===== src/rtl/cci_mpf_csr_wr_dispatch.sv =====
// CSR write dispatcher for MPF.
// Decoded MMIO CSR writes are queued in arrival order and then replayed as
// configuration updates to the VTP, VC MAP and WRO shims. VTP page
// invalidations are followed by a forced idle gap so the VTP shim has time
// to finish each one.
module cci_mpf_csr_wr_dispatch #(
  parameter int FIFO_DEPTH    = 8,
  parameter int INVAL_GAP     = 4,
  parameter int CL_ADDR_WIDTH = 42
) (
  input  logic                     clk,
  input  logic                     reset_n,
  input  logic                     wr_valid,
  input  logic [3:0]               wr_idx,
  input  logic [63:0]              wr_data,
  output logic                     overflow,
  output logic                     busy,
  output logic [1:0]               vtp_mode,
  output logic [CL_ADDR_WIDTH-1:0] vtp_pt_base,
  output logic                     vtp_pt_base_valid,
  output logic [CL_ADDR_WIDTH-1:0] vtp_inval_page,
  output logic                     vtp_inval_page_valid,
  output logic [63:0]              vc_map_ctrl,
  output logic                     vc_map_ctrl_valid,
  output logic [63:0]              wro_ctrl,
  output logic                     wro_ctrl_valid
);

  localparam int AW = $clog2(FIFO_DEPTH);
  localparam int CW = AW + 1;
  localparam int GW = (INVAL_GAP > 0) ? $clog2(INVAL_GAP + 1) : 1;
  localparam int EW = 4 + 64;

  localparam logic [3:0] IDX_VTP_MODE   = 4'd0;
  localparam logic [3:0] IDX_PT_BASE    = 4'd1;
  localparam logic [3:0] IDX_INVAL_PAGE = 4'd2;
  localparam logic [3:0] IDX_VC_MAP     = 4'd3;
  localparam logic [3:0] IDX_WRO        = 4'd4;

  typedef enum logic [0:0] {
    IDLE = 1'b0,
    GAP  = 1'b1
  } state_t;

  // Queue storage and bookkeeping
  logic [EW-1:0] fifo_mem [FIFO_DEPTH];
  logic [AW-1:0] wr_ptr_reg, wr_ptr_next;
  logic [AW-1:0] rd_ptr_reg, rd_ptr_next;
  logic [CW-1:0] count_reg, count_next;
  logic          full;
  logic          empty;
  logic          push;
  logic          pop;
  logic [EW-1:0] head_entry;
  logic [3:0]    head_idx;
  logic [63:0]   head_data;

  // Dispatch FSM and pacing counter
  state_t        state_reg, state_next;
  logic [GW-1:0] gap_cnt_reg, gap_cnt_next;
  logic          overflow_reg, overflow_next;

  // Registered shim-side outputs
  logic [1:0]               vtp_mode_reg, vtp_mode_next;
  logic [CL_ADDR_WIDTH-1:0] pt_base_reg, pt_base_next;
  logic                     pt_base_valid_reg, pt_base_valid_next;
  logic [CL_ADDR_WIDTH-1:0] inval_page_reg, inval_page_next;
  logic                     inval_valid_reg, inval_valid_next;
  logic [63:0]              vc_map_reg, vc_map_next;
  logic                     vc_map_valid_reg, vc_map_valid_next;
  logic [63:0]              wro_reg, wro_next;
  logic                     wro_valid_reg, wro_valid_next;

  // Full/empty come from the registered occupancy, so a pop in the same
  // cycle never rescues a write that arrives while the queue is full.
  assign full       = (count_reg == CW'(FIFO_DEPTH));
  assign empty      = (count_reg == '0);
  assign push       = wr_valid & ~full;
  assign pop        = (state_reg == IDLE) & ~empty;
  assign head_entry = fifo_mem[rd_ptr_reg];
  assign head_idx   = head_entry[EW-1:64];
  assign head_data  = head_entry[63:0];

  // Queue storage write; contents need no reset since occupancy gates use
  always_ff @(posedge clk) begin
    if (push) begin
      fifo_mem[wr_ptr_reg] <= {wr_idx, wr_data};
    end
  end

  // Pointer, occupancy and sticky overflow next-state
  always_comb begin
    wr_ptr_next   = wr_ptr_reg;
    rd_ptr_next   = rd_ptr_reg;
    count_next    = count_reg;
    overflow_next = overflow_reg | (wr_valid & full);
    if (push) begin
      wr_ptr_next = wr_ptr_reg + AW'(1);
    end
    if (pop) begin
      rd_ptr_next = rd_ptr_reg + AW'(1);
    end
    case ({push, pop})
      2'b10:   count_next = count_reg + CW'(1);
      2'b01:   count_next = count_reg - CW'(1);
      default: count_next = count_reg;
    endcase
  end

  // Dispatch FSM: decode the popped entry into next output values
  always_comb begin
    state_next         = state_reg;
    gap_cnt_next       = gap_cnt_reg;
    vtp_mode_next      = vtp_mode_reg;
    pt_base_next       = pt_base_reg;
    pt_base_valid_next = 1'b0;
    inval_page_next    = inval_page_reg;
    inval_valid_next   = 1'b0;
    vc_map_next        = vc_map_reg;
    vc_map_valid_next  = 1'b0;
    wro_next           = wro_reg;
    wro_valid_next     = 1'b0;
    case (state_reg)
      IDLE: begin
        if (pop) begin
          case (head_idx)
            IDX_VTP_MODE: begin
              vtp_mode_next = head_data[1:0];
            end
            IDX_PT_BASE: begin
              pt_base_next       = head_data[CL_ADDR_WIDTH-1:0];
              pt_base_valid_next = 1'b1;
            end
            IDX_INVAL_PAGE: begin
              inval_page_next  = head_data[CL_ADDR_WIDTH-1:0];
              inval_valid_next = 1'b1;
              gap_cnt_next     = GW'(INVAL_GAP);
              if (INVAL_GAP > 0) begin
                state_next = GAP;
              end
            end
            IDX_VC_MAP: begin
              vc_map_next       = head_data;
              vc_map_valid_next = 1'b1;
            end
            IDX_WRO: begin
              wro_next       = head_data;
              wro_valid_next = 1'b1;
            end
            default: begin
              // Unused indices are simply dropped from the queue.
            end
          endcase
        end
      end
      GAP: begin
        if (gap_cnt_reg <= GW'(1)) begin
          gap_cnt_next = '0;
          state_next   = IDLE;
        end else begin
          gap_cnt_next = gap_cnt_reg - GW'(1);
        end
      end
      default: begin
        state_next   = IDLE;
        gap_cnt_next = '0;
      end
    endcase
  end

  // State, queue bookkeeping and output registers
  always_ff @(posedge clk or negedge reset_n) begin
    if (!reset_n) begin
      wr_ptr_reg        <= '0;
      rd_ptr_reg        <= '0;
      count_reg         <= '0;
      overflow_reg      <= 1'b0;
      state_reg         <= IDLE;
      gap_cnt_reg       <= '0;
      vtp_mode_reg      <= '0;
      pt_base_reg       <= '0;
      pt_base_valid_reg <= 1'b0;
      inval_page_reg    <= '0;
      inval_valid_reg   <= 1'b0;
      vc_map_reg        <= '0;
      vc_map_valid_reg  <= 1'b0;
      wro_reg           <= '0;
      wro_valid_reg     <= 1'b0;
    end else begin
      wr_ptr_reg        <= wr_ptr_next;
      rd_ptr_reg        <= rd_ptr_next;
      count_reg         <= count_next;
      overflow_reg      <= overflow_next;
      state_reg         <= state_next;
      gap_cnt_reg       <= gap_cnt_next;
      vtp_mode_reg      <= vtp_mode_next;
      pt_base_reg       <= pt_base_next;
      pt_base_valid_reg <= pt_base_valid_next;
      inval_page_reg    <= inval_page_next;
      inval_valid_reg   <= inval_valid_next;
      vc_map_reg        <= vc_map_next;
      vc_map_valid_reg  <= vc_map_valid_next;
      wro_reg           <= wro_next;
      wro_valid_reg     <= wro_valid_next;
    end
  end

  assign overflow             = overflow_reg;
  assign busy                 = (count_reg != '0) | (state_reg == GAP);
  assign vtp_mode             = vtp_mode_reg;
  assign vtp_pt_base          = pt_base_reg;
  assign vtp_pt_base_valid    = pt_base_valid_reg;
  assign vtp_inval_page       = inval_page_reg;
  assign vtp_inval_page_valid = inval_valid_reg;
  assign vc_map_ctrl          = vc_map_reg;
  assign vc_map_ctrl_valid    = vc_map_valid_reg;
  assign wro_ctrl             = wro_reg;
  assign wro_ctrl_valid       = wro_valid_reg;

endmodule


===== config.mk =====
export PLATFORM = sky130hd
export DESIGN_NAME = cci_mpf_csr_wr_dispatch
export DESIGN_NICKNAME = d
export VERILOG_FILES = /design/src/rtl/cci_mpf_csr_wr_dispatch.sv
export SDC_FILE = /design/constraint.sdc
export NUM_CORES = 1
export LEC_CHECK = 0
export CAP_MARGIN = 20
export CORE_MARGIN = 4
export CORE_UTILIZATION = 40
export DETAILED_ROUTE_END_ITERATION = 16
export PLACE_DENSITY_LB_ADDON = 0.25
export SYNTH_ARGS = -nofsm -noshare
export SYNTH_HDL_FRONTEND = slang
export SYNTH_SLANG_ARGS = --single-unit

===== constraint.sdc =====
create_clock -name clk -period 24.5 [get_ports clk]
set_input_delay 4.9 -clock clk [delete_from_list [all_inputs] [get_ports clk]]
set_output_delay 4.9 -clock clk [all_outputs]
set_load 0.01 [all_outputs]

==> key figures <==
Power and ir drop
  – Lkg Pwr: 12.9 nW
  – Worst vdd rail ir drop: 0.0731 mV
  – PwrDens: 132 nW/µm²

Finish
  – Biggest register: fifo_mem
  – Nets@finish: 1,761
  – Max reg flops: 544
  – Most common cell after layout, fill and taps aside: edfxtp_1
  – Share of post-route cells with drive strength above 1: 27.8%
  – Most frequent cells in the layout: edfxtp_1, clkdlybuf4s50_1, dfrtp_1
  – Area Overhead vs Synth: 23.2%
  – Cell area after layout: 36,300 µm²

Critical path
  – Crit path kind: flop to output pin
  – CP max stage delay: 520 ps
  – CP max-delay cell: clkdlybuf4s50_1
  – CP Launch Type: flop
  – Reg2Reg Depth: 9
  – Crit. End Element: output pin
  – Critical Path AT: 2200 ps
  – Reg2Reg Setup Slack: 19,310 ps
  – FF-to-FF End: vc_map_ctrl[36]
  – Crit-path cells: nor4_1 > nand2b_1 > clkdlybuf4s50_1
  – Reg2Reg Launch Point: rd_ptr_reg[0]
  – WP data required: 19,600 ps
  – CP max FO: 7

Timing
  – Final hold vios: 0
  – Achievable Freq: 141 MHz
  – Pins over their slew limit: 0
  – Fin Setup TNS: 0 ps
  – Final worst-path cycle share: 29.0%
  – Fin worst setup slack: 17,410 ps
  – Clk_skew: 21.1 ps
  – Crit path time final: 7090 ps
  – Worst slew pin tran: 985 ps
  – RSZ-0062 raised after global routing: false
  – Final setup fails: 0
  – Slew HR: 34.3%

Route
  – DR DRC count: 0
  – Initial DRC count: 871
  – Via Count: 13,886
  – Drt wl/cell: 23.2 µm
  – Pre-Repair DR Iteration Count: 5
  – Final ANT Viol Nets: 0
  – Drt total wl: 63.0 mm
  – Drt via density: 5.12

Synth
  – Largest cells by area after synthesis: edfxtp_1, dfrtp_1, mux4_2
  – Area leader, netlist: edfxtp_1
  – Syn_nets: 1,423
  – Synth Cell Area: 29,400 µm²
  – Synth async-reset ratio: 30.0%
  – Share of the yosys chip area belonging to registers: 75.3%
  – Synth cell types: 40
  – Synthesized area per cell: 21.9 µm²
  – Post-synth EDFFs: 544
  – Cells after synthesis: 1,345
  – Seq cells post-synth: 777
  – Main synth FF type: edfxtp_1
  – YS warnings: 0
  – Synth top area share: 55.5%

Worst hold path
  – Hold crit path type: flop to flop
  – Hold path depth: 1
  – Start point of the worst hold path: overflow
  – Worst hold endpoint: overflow

Clock network
  – # clock sinks: 777
  – Root Driver: clkbuf_16
  – Total CTS buffers: 81
  – Post CTS Setup Buffer Count: 0
  – Post-CTS Hold Buffers: 0
  – Clk Latency, worst-skew pair: 620 ps
  – Clk buf depth: 3
  – CTS-repair resized insts: 0
  – H-tree levels: 3
  – CTS tree: yes
  – Clk slew on worst S/H paths: 50 ps

Place
  – DP HPWL: 37.4 mm
  – Setup WS pre-CTS: 16,920 ps
  – Cell Area, Placed: 33,500 µm²
  – Routability Congestion: 0.700
  – PortBufs: 290

Die
  – Starting density of the core: 40.3%
  – Die area: 78,000 µm²
  – Std cell rows: 99
  – Die width: 279 µm
  – Core area: 73,000 µm²
  – Io pins: 291
  – Die Y-Extent: 279 µm

Global routing
  – Initial antenna violation count: 8
  – Largest net degree at the start of global routing: 90
  – Global route total overflow: 0
  – First-pass GRT wire length: 96.6 mm
  – Number of global-route vias before repair: 15,001
  – Total GRT Usage: 16.3%

Flow run
  – Max-Cap Viols: 0

Status
  – Run status: complete, no violations
[cells by family (layout without fill, tap and decap cells)]
family,Yosys count,count (layout),share of synthesized area (%)
buffers and inverters,72,478,1.26
XOR/XNOR,9,9,0.268
adder cells (fa/ha/maj),7,7,0.298
other,0,3,0
AND/OR/NAND/NOR,46,46,0.795
AO/OA/AOI/OAI,12,12,0.323
multiplexers,422,422,21.8
flip-flops,777,777,75.3
[power breakdown]
part,internal [mW],switching (mW),total (mW)
combinational,0.891,0.741,1.63
sequential,1.75,0.178,1.93
clock,0.716,0.498,1.21
total,3.36,1.42,4.77
[worst max-delay path, delay by kind of cell, from the launching register on]
kind                   cells  cell delay (ps)
buffers and inverters      1              520
DFF                        1              460
and+or+nand+nor            2              610
[worst max path at each step]
stage                 start              end  cells after the start
3_5_place_dp       wr_valid  fifo_mem[5][57]                      5
6_report       count_reg[0]             busy                      3
2_1_floorplan      wr_valid   fifo_mem[0][0]                      3
4_1_cts        count_reg[0]             busy                      3
5_1_grt        count_reg[1]             busy                      3
3_3_place_gp       wr_valid  fifo_mem[5][57]                      5
[per-layer routing]
metal  vias to the layer above  GRT usage (%)  share of wire (%)
li1                       6075              -                  -
met1                      7412           21.7                 43
met4                         6           4.95                2.1
met5                         -              0              0.063
met3                        89           3.13                4.8
met2                       304           27.4                 51
[area by class of cell]
type,instances,area [µm²]
Antenna cell,3,7.51
Clock buffer,114,2310
Clock inverter,37,365
Fill cell,5849,36700
Inverter,10,37.5
Multi-Input combinational cell,496,6980
Sequential cell,777,22200
Tap cell,959,1200
Timing Repair Buffer,317,3190
[synth_stat cells (all sizes together), types with 5 or more instances]
master,instances
inv,9
edfxtp,544
clkbuf,18
nor3,5
mux2,283
buf,44
ha,7
nand2,16
xnor2,7
nor2,8
mux4,134
mux2i,5
dfrtp,233
[per-stage QoR]
stage / utilization (%) / hold slack (ps) / cells / power [mW]
after CTS: 49.5 / 476 / 2706 / 4.86
after detailed placement: 45.9 / 462 / 2555 / 3.62
final: 49.7 / 473 / 2713 / 4.77
after global routing: 49.7 / 485 / 2713 / 5.03
after global placement: 45.9 / 468 / 2555 / 3.59
after floorplan: - / 477 / 1345 / 2.90
Note: power is estimated with default switching activity, not from simulation.
